### config.mk
export PLATFORM = sky130hd
export DESIGN_NAME = state_writer
export DESIGN_NICKNAME = d
export VERILOG_FILES = /design/src/rtl/state_writer.sv
export SDC_FILE = /design/constraint.sdc
export NUM_CORES = 1
export LEC_CHECK = 0
export BUFFER_PORTS_ARGS = -buffer_cell sky130_fd_sc_hd__clkbuf_2
export CAP_MARGIN = 10
export CELL_PAD_IN_SITES_DETAIL_PLACEMENT = 1
export CELL_PAD_IN_SITES_GLOBAL_PLACEMENT = 1
export CORE_UTILIZATION = 35
export DETAILED_ROUTE_END_ITERATION = 8
export GPL_ROUTABILITY_DRIVEN = 0
export GPL_TIMING_DRIVEN = 0
export PLACE_DENSITY = 0.65
export RECOVER_POWER = 25
export SYNTH_ARGS = -nofsm -noshare
export SYNTH_HDL_FRONTEND = slang
export SYNTH_SLANG_ARGS = --single-unit
### constraint.sdc
create_clock -name aclk -period 5.7 [get_ports aclk]
set_input_delay 1.425 -clock aclk [delete_from_list [all_inputs] [get_ports aclk]]
set_output_delay 1.425 -clock aclk [all_outputs]
set_load 0.03 [all_outputs]
### src/rtl/state_writer.sv
// Game-of-Life generation engine: streams each cell's 3x3 torus neighbourhood
// out of a synchronous-read memory and writes the next-generation state.
module state_writer #(
  parameter int GRID_W = 80,
  parameter int GRID_H = 60
) (
  input  logic        aclk,
  input  logic        aresetn,
  input  logic        start,
  output logic [12:0] rd_addr,
  input  logic        rd_data,
  output logic        wr_en,
  output logic [12:0] wr_addr,
  output logic        wr_data,
  output logic        busy,
  output logic        done,
  output logic [15:0] gen_count
);

  localparam int XW = (GRID_W > 1) ? $clog2(GRID_W) : 1;
  localparam int YW = (GRID_H > 1) ? $clog2(GRID_H) : 1;
  localparam logic [XW-1:0] X_MAX     = XW'(GRID_W - 1);
  localparam logic [YW-1:0] Y_MAX     = YW'(GRID_H - 1);
  localparam logic [12:0]   LAST_CELL = 13'(GRID_W * GRID_H - 1);

  typedef enum logic [2:0] {IDLE, READ, WAIT, WRITE, DONE} state_t;

  state_t        state_reg, state_next;
  logic [XW-1:0] x_reg, x_next;
  logic [YW-1:0] y_reg, y_next;
  logic [12:0]   cell_reg, cell_next;
  logic [3:0]    tap_reg, tap_next;
  logic [3:0]    count_reg, count_next;
  logic          self_reg, self_next;
  logic [12:0]   rd_addr_reg, rd_addr_next;
  logic          wr_en_reg, wr_en_next;
  logic [12:0]   wr_addr_reg, wr_addr_next;
  logic          wr_data_reg, wr_data_next;
  logic          busy_reg, busy_next;
  logic          done_reg, done_next;
  logic [15:0]   gen_reg, gen_next;
  logic [3:0]    total;

  // Tap 0..8 walks rows dy=-1,0,+1 and within each row dx=-1,0,+1, wrapping on the torus.
  function automatic logic [12:0] tap_addr(input logic [XW-1:0] x, input logic [YW-1:0] y,
                                           input logic [3:0] tap);
    logic [XW-1:0] xx;
    logic [YW-1:0] yy;
    xx = x;
    yy = y;
    case (tap)
      4'd0, 4'd3, 4'd6: xx = (x == '0) ? X_MAX : x - 1'b1;
      4'd2, 4'd5, 4'd8: xx = (x == X_MAX) ? '0 : x + 1'b1;
      default: xx = x;
    endcase
    case (tap)
      4'd0, 4'd1, 4'd2: yy = (y == '0) ? Y_MAX : y - 1'b1;
      4'd6, 4'd7, 4'd8: yy = (y == Y_MAX) ? '0 : y + 1'b1;
      default: yy = y;
    endcase
    return 13'(yy) * 13'(GRID_W) + 13'(xx);
  endfunction

  always_ff @(posedge aclk or negedge aresetn) begin
    if (!aresetn) begin
      state_reg   <= IDLE;
      x_reg       <= '0;
      y_reg       <= '0;
      cell_reg    <= '0;
      tap_reg     <= '0;
      count_reg   <= '0;
      self_reg    <= 1'b0;
      rd_addr_reg <= '0;
      wr_en_reg   <= 1'b0;
      wr_addr_reg <= '0;
      wr_data_reg <= 1'b0;
      busy_reg    <= 1'b0;
      done_reg    <= 1'b0;
      gen_reg     <= '0;
    end else begin
      state_reg   <= state_next;
      x_reg       <= x_next;
      y_reg       <= y_next;
      cell_reg    <= cell_next;
      tap_reg     <= tap_next;
      count_reg   <= count_next;
      self_reg    <= self_next;
      rd_addr_reg <= rd_addr_next;
      wr_en_reg   <= wr_en_next;
      wr_addr_reg <= wr_addr_next;
      wr_data_reg <= wr_data_next;
      busy_reg    <= busy_next;
      done_reg    <= done_next;
      gen_reg     <= gen_next;
    end
  end

  always_comb begin
    state_next   = state_reg;
    x_next       = x_reg;
    y_next       = y_reg;
    cell_next    = cell_reg;
    tap_next     = tap_reg;
    count_next   = count_reg;
    self_next    = self_reg;
    rd_addr_next = '0;
    wr_en_next   = 1'b0;
    wr_addr_next = wr_addr_reg;
    wr_data_next = wr_data_reg;
    busy_next    = busy_reg;
    done_next    = 1'b0;
    gen_next     = gen_reg;
    total        = count_reg + {3'b000, rd_data};

    case (state_reg)
      IDLE: begin
        if (start) begin
          state_next = READ;
          x_next     = '0;
          y_next     = '0;
          cell_next  = '0;
          tap_next   = '0;
          count_next = '0;
          self_next  = 1'b0;
          busy_next  = 1'b1;
        end
      end
      READ: begin
        // rd_data trails rd_addr by one cycle, so it belongs to tap_reg-1; tap 4 is the cell itself.
        if (tap_reg == 4'd5)
          self_next = rd_data;
        else if (tap_reg != 4'd0)
          count_next = total;
        if (tap_reg == 4'd8)
          state_next = WAIT;
        else
          tap_next = tap_reg + 4'd1;
      end
      WAIT: begin
        count_next   = total;
        wr_en_next   = 1'b1;
        wr_addr_next = cell_reg;
        wr_data_next = (total == 4'd3) || (self_reg && (total == 4'd2));
        state_next   = WRITE;
      end
      WRITE: begin
        if (cell_reg == LAST_CELL) begin
          state_next = DONE;
          busy_next  = 1'b0;
          done_next  = 1'b1;
          gen_next   = gen_reg + 16'd1;
        end else begin
          state_next = READ;
          cell_next  = cell_reg + 13'd1;
          tap_next   = '0;
          count_next = '0;
          self_next  = 1'b0;
          if (x_reg == X_MAX) begin
            x_next = '0;
            y_next = y_reg + 1'b1;
          end else begin
            x_next = x_reg + 1'b1;
          end
        end
      end
      DONE: state_next = IDLE;
      default: state_next = IDLE;
    endcase

    if (state_next == READ)
      rd_addr_next = tap_addr(x_next, y_next, tap_next);
  end

  assign rd_addr   = rd_addr_reg;
  assign wr_en     = wr_en_reg;
  assign wr_addr   = wr_addr_reg;
  assign wr_data   = wr_data_reg;
  assign busy      = busy_reg;
  assign done      = done_reg;
  assign gen_count = gen_reg;

endmodule

==> impl_metrics.toml <==
[finish]
layout.nets = 669
area_growth_pct = 16.4
final_layout_size_suffix_gt1_frac = 0.180
num-fill-cells = 1708
final_common_cell = "nand2_1"
largest_reg_flops = 16
diodes = 0
fin_util = 0.421
layout_common_cells = "86 x nand2_1, 84 x dfrtp_1, 53 x nor2_1, 48 x clkbuf_2, 28 x o21ai_0"

[clock_tree]
clock_latency_ps = 350
clkSlewWorstSetupHoldPaths_ps = 60
cts.sinks = 84
clk_path_buf_depth = 2
cts_buffers = 9
cts_root_buf = "clkbuf_16"
tritoncts = "done"
cts_max_level = 3

[power]
peakVddDrop_mv = 0.116
p_int_mw = 1.03
clkPwrFrac = 0.472
pwr-share-seq = 0.471
power_leakage_nw = 2.87
pwr-share-comb = 0.057
netSwitchingFraction = 0.233
power_density_mw_per_mm2 = 217
p_sw_mw = 0.312

[timing]
setup_viol = 0
hold_viol = 0
fin_crit_sh = 0.936
fin_skew_ps = 9.76
max_freq_mhz = 187
timing.final.crit_period_ps = 5340
hold_slack_ps = 472
fin_tns_setup_ps = 0
drv_slew = 63
slew_headroom = -0.849
setup_slack_ps = 364
rsz0062_at_grt = "false"
tightest_slew_ps = 2770

[placement]
dp_hpwl_um = 10000
port_buffers = 49
post-place-ws_ps = -872

[detailed_routing]
drtIter0Drc = 226
ant_nets = 0
drc = 4
routed_via_density = 5.40
routedWlPerCell_um = 16.2
dr.pass1.iters = 8
wl_um = 13400
vias = 4472

[logic_synthesis]
synthesis.area_mm2 = 0.00530
synthFlopType = "dfrtp_1"
synth.area.top_cells = "dfrtp_1 40%, nand2_1 6.1%, ha_1 5.7%"
synthSimpleGateAreaFrac = 0.242
ys_types = 84
yosysTopAreaCellShare = 0.397
avgSynthCellArea_um2 = 9.19
netlist_instances = 577
syn_nets = 607
ys_seq_area_frac = 0.397
ys_async_sr_fraction = 1.00
yosys.area.top_type = "dfrtp_1"
synth-compound-area-share = 0.183
synthAdderAreaFrac = 0.0661
synth_top_family_by_area = "simple AND/OR/NAND/NOR gates"
ys_warn_count = 0
synthMuxAreaShare = 0.00968
synth_xor_area_frac = 0.0611
ys_ff_latch = 84
synth_edf_count = 0

[global_route]
grt_overflow = 0
grt_usage = 0.183
grt_pass1_wl_um = 22900
grt_pass1_vias = 4485
antenna_found_initial = 0
grt_max_degree = 63

[die]
ios = 50
coreArea_mm2 = 0.0146
dieArea_mm2 = 0.0156
start_util = 0.362
dieWidth_um = 125
die_h_um = 125
num_rows = 44

[min_path]
hp-class = "flip-flop to flip-flop"
whs_path_depth = 2
min_from = "wr_addr[11]$_DFFE_PN0P_"
hold_path_end = "wr_addr[11]$_DFFE_PN0P_"

[worst_setup_path]
path_class = "primary input to flip-flop"
crit_top_cell = "nor2_1"
crit_slowest_cell = "a211oi_4"
path_cells = "clkbuf_2 > nor2_1 > or3_1 > o221ai_1 > and3_1 > buf_4 > clkinv_2 > a211oi_4 > inv_1 > o22ai_1 > nor2_1 > a21oi_1 > ha_1 > ha_1 > inv_1 > fa_1 > xnor2_1 > nor3b_2 > nor2b_1 > maj3_1 > nor2_1 > a21boi_2"
timing.rr.end = "rd_addr[12]$_DFF_PN0_"
cp_num_buf_inv = 5
r2r_slack_ps = 380
critPathMaxStageDelay_ps = 410
r2r-start = "cell_reg[0]$_DFFE_PN0P_"
cp-start-kind = "primary input"
critical_path.max_fanout = 7
critical-path-top-delay-family = "simple AND/OR/NAND/NOR gates"
critical_path_required_ps = 5980
arrival_ps = 5620
worst_r2r_path_depth = 24
end_kind = "flip-flop"

[outcome]
violations = "DRC, capacitance limit, slew limit"
status = "finished, violations left"

[job]
max_cap_viol_count = 1
## power groups by stage
| stage | logic (mW) | clock network [mW] | registers, mW |
|---|---|---|---|
| floorplan | 0.0412 | 0 | 0.645 |
| CTS | 0.0812 | 0.653 | 0.630 |
| finish | 0.0767 | 0.631 | 0.630 |
| global placement | 0.0728 | 0 | 0.639 |
| global route | 0.0869 | 0.677 | 0.633 |
| detailed placement | 0.0808 | 0 | 0.641 |
## what timing repair did
item                                    4_1_cts  5_1_grt
setup buffers                                 0        1
resized for setup                             4        5
pin swaps                                     0        0
hold buffers                                  0        0
endpoints found under the setup margin        4        3
## metrics by stage
stage / total power [mW] / area [µm²] / std cells
2_1_floorplan: 0.686 / 5300 / 577
3_3_place_gp: 0.712 / 5780 / 810
3_5_place_dp: 0.722 / 5810 / 811
4_1_cts: 1.36 / 6150 / 827
5_1_grt: 1.40 / 6170 / 828
6_report: 1.34 / 6170 / 828
## worst reg2reg max path, cell delays in order, from the launching register on
cell and delay, ps:
dfrtp_1 420, ha_1 230, and3_1 210, and4_4 220
buf_6 160, nor3_4 340, mux2i_1 210, inv_1 110
ha_1 240, o21ai_0 180, nand4bb_1 250, o21ai_2 190
a21oi_1 80, a211oi_1 240, a21oi_1 140, ha_1 300
ha_1 160, inv_1 60, fa_1 400, xnor2_1 270
nor3b_2 320, nor2b_1 180, maj3_1 180, nor2_1 50
a21boi_2 120
## worst max path at each step
| stage | start | end | slack, ps | depth (start not counted) |
|---|---|---|---|---|
| finish | start | rd_addr[12]$_DFF_PN0_ | 360 | 22 |
| global route | cell_reg[0]$_DFFE_PN0P_ | rd_addr[12]$_DFF_PN0_ | 40 | 25 |
| CTS | cell_reg[0]$_DFFE_PN0P_ | rd_addr[11]$_DFF_PN0_ | 70 | 24 |
| detailed placement | start | rd_addr[12]$_DFF_PN0_ | -870 | 22 |
| global placement | start | rd_addr[12]$_DFF_PN0_ | -800 | 22 |
| floorplan | start | rd_addr[12]$_DFF_PN0_ | 450 | 19 |
## cell usage after synthesis (3+ instances only)
cell	number
a21oi_1	23
clkbuf_1	7
inv_2	3
or3_1	3
o21a_1	3
a2bb2oi_1	3
nand2b_1	7
and3_1	13
a21o_1	8
nand2_2	3
and3b_1	3
o22ai_1	4
nor2_1	53
a211oi_1	5
nor3_1	15
buf_2	4
buf_6	5
xnor2_1	20
or2_2	3
nand4_1	10
a31oi_1	10
mux2i_1	4
o21ai_0	28
dfrtp_1	84
o21ai_1	3
and2_1	4
xor2_1	17
ha_1	24
nand3_1	27
nand2_1	86
nor2b_1	4
inv_1	23
## area by class of cell
class	instances	area [µm²]	area share
well taps	184	230	0.0373
clock inverters	6	87.6	0.0142
plain buffers	18	114	0.0185
repair buffers	51	264	0.0428
clock buffers	10	229	0.0371
inverters	27	103	0.0166
multi-input cells	448	3040	0.493
flip-flops and latches	84	2100	0.341
## logic make-up (layout without fill, tap and decap cells)
group,Yosys count,in the layout
adder cells (fa/ha/maj),27,27
XOR/XNOR,37,37
AO/OA/AOI/OAI,125,125
multiplexers,5,5
buffers and inverters,45,112
flip-flops,84,84
AND/OR/NAND/NOR,254,254
## layer usage
metal | track usage | vias to the layer above | wire length [µm] | share of wire
met5 | 0 | - | 0 | 0
met4 | 0.0753 | 0 | 260 | 0.019
met3 | 0.0248 | 15 | 285 | 0.021
met1 | 0.247 | 2211 | 6530 | 0.49
met2 | 0.296 | 60 | 6330 | 0.47
li1 | - | 2186 | - | -
(Power assumes the default switching activity.)
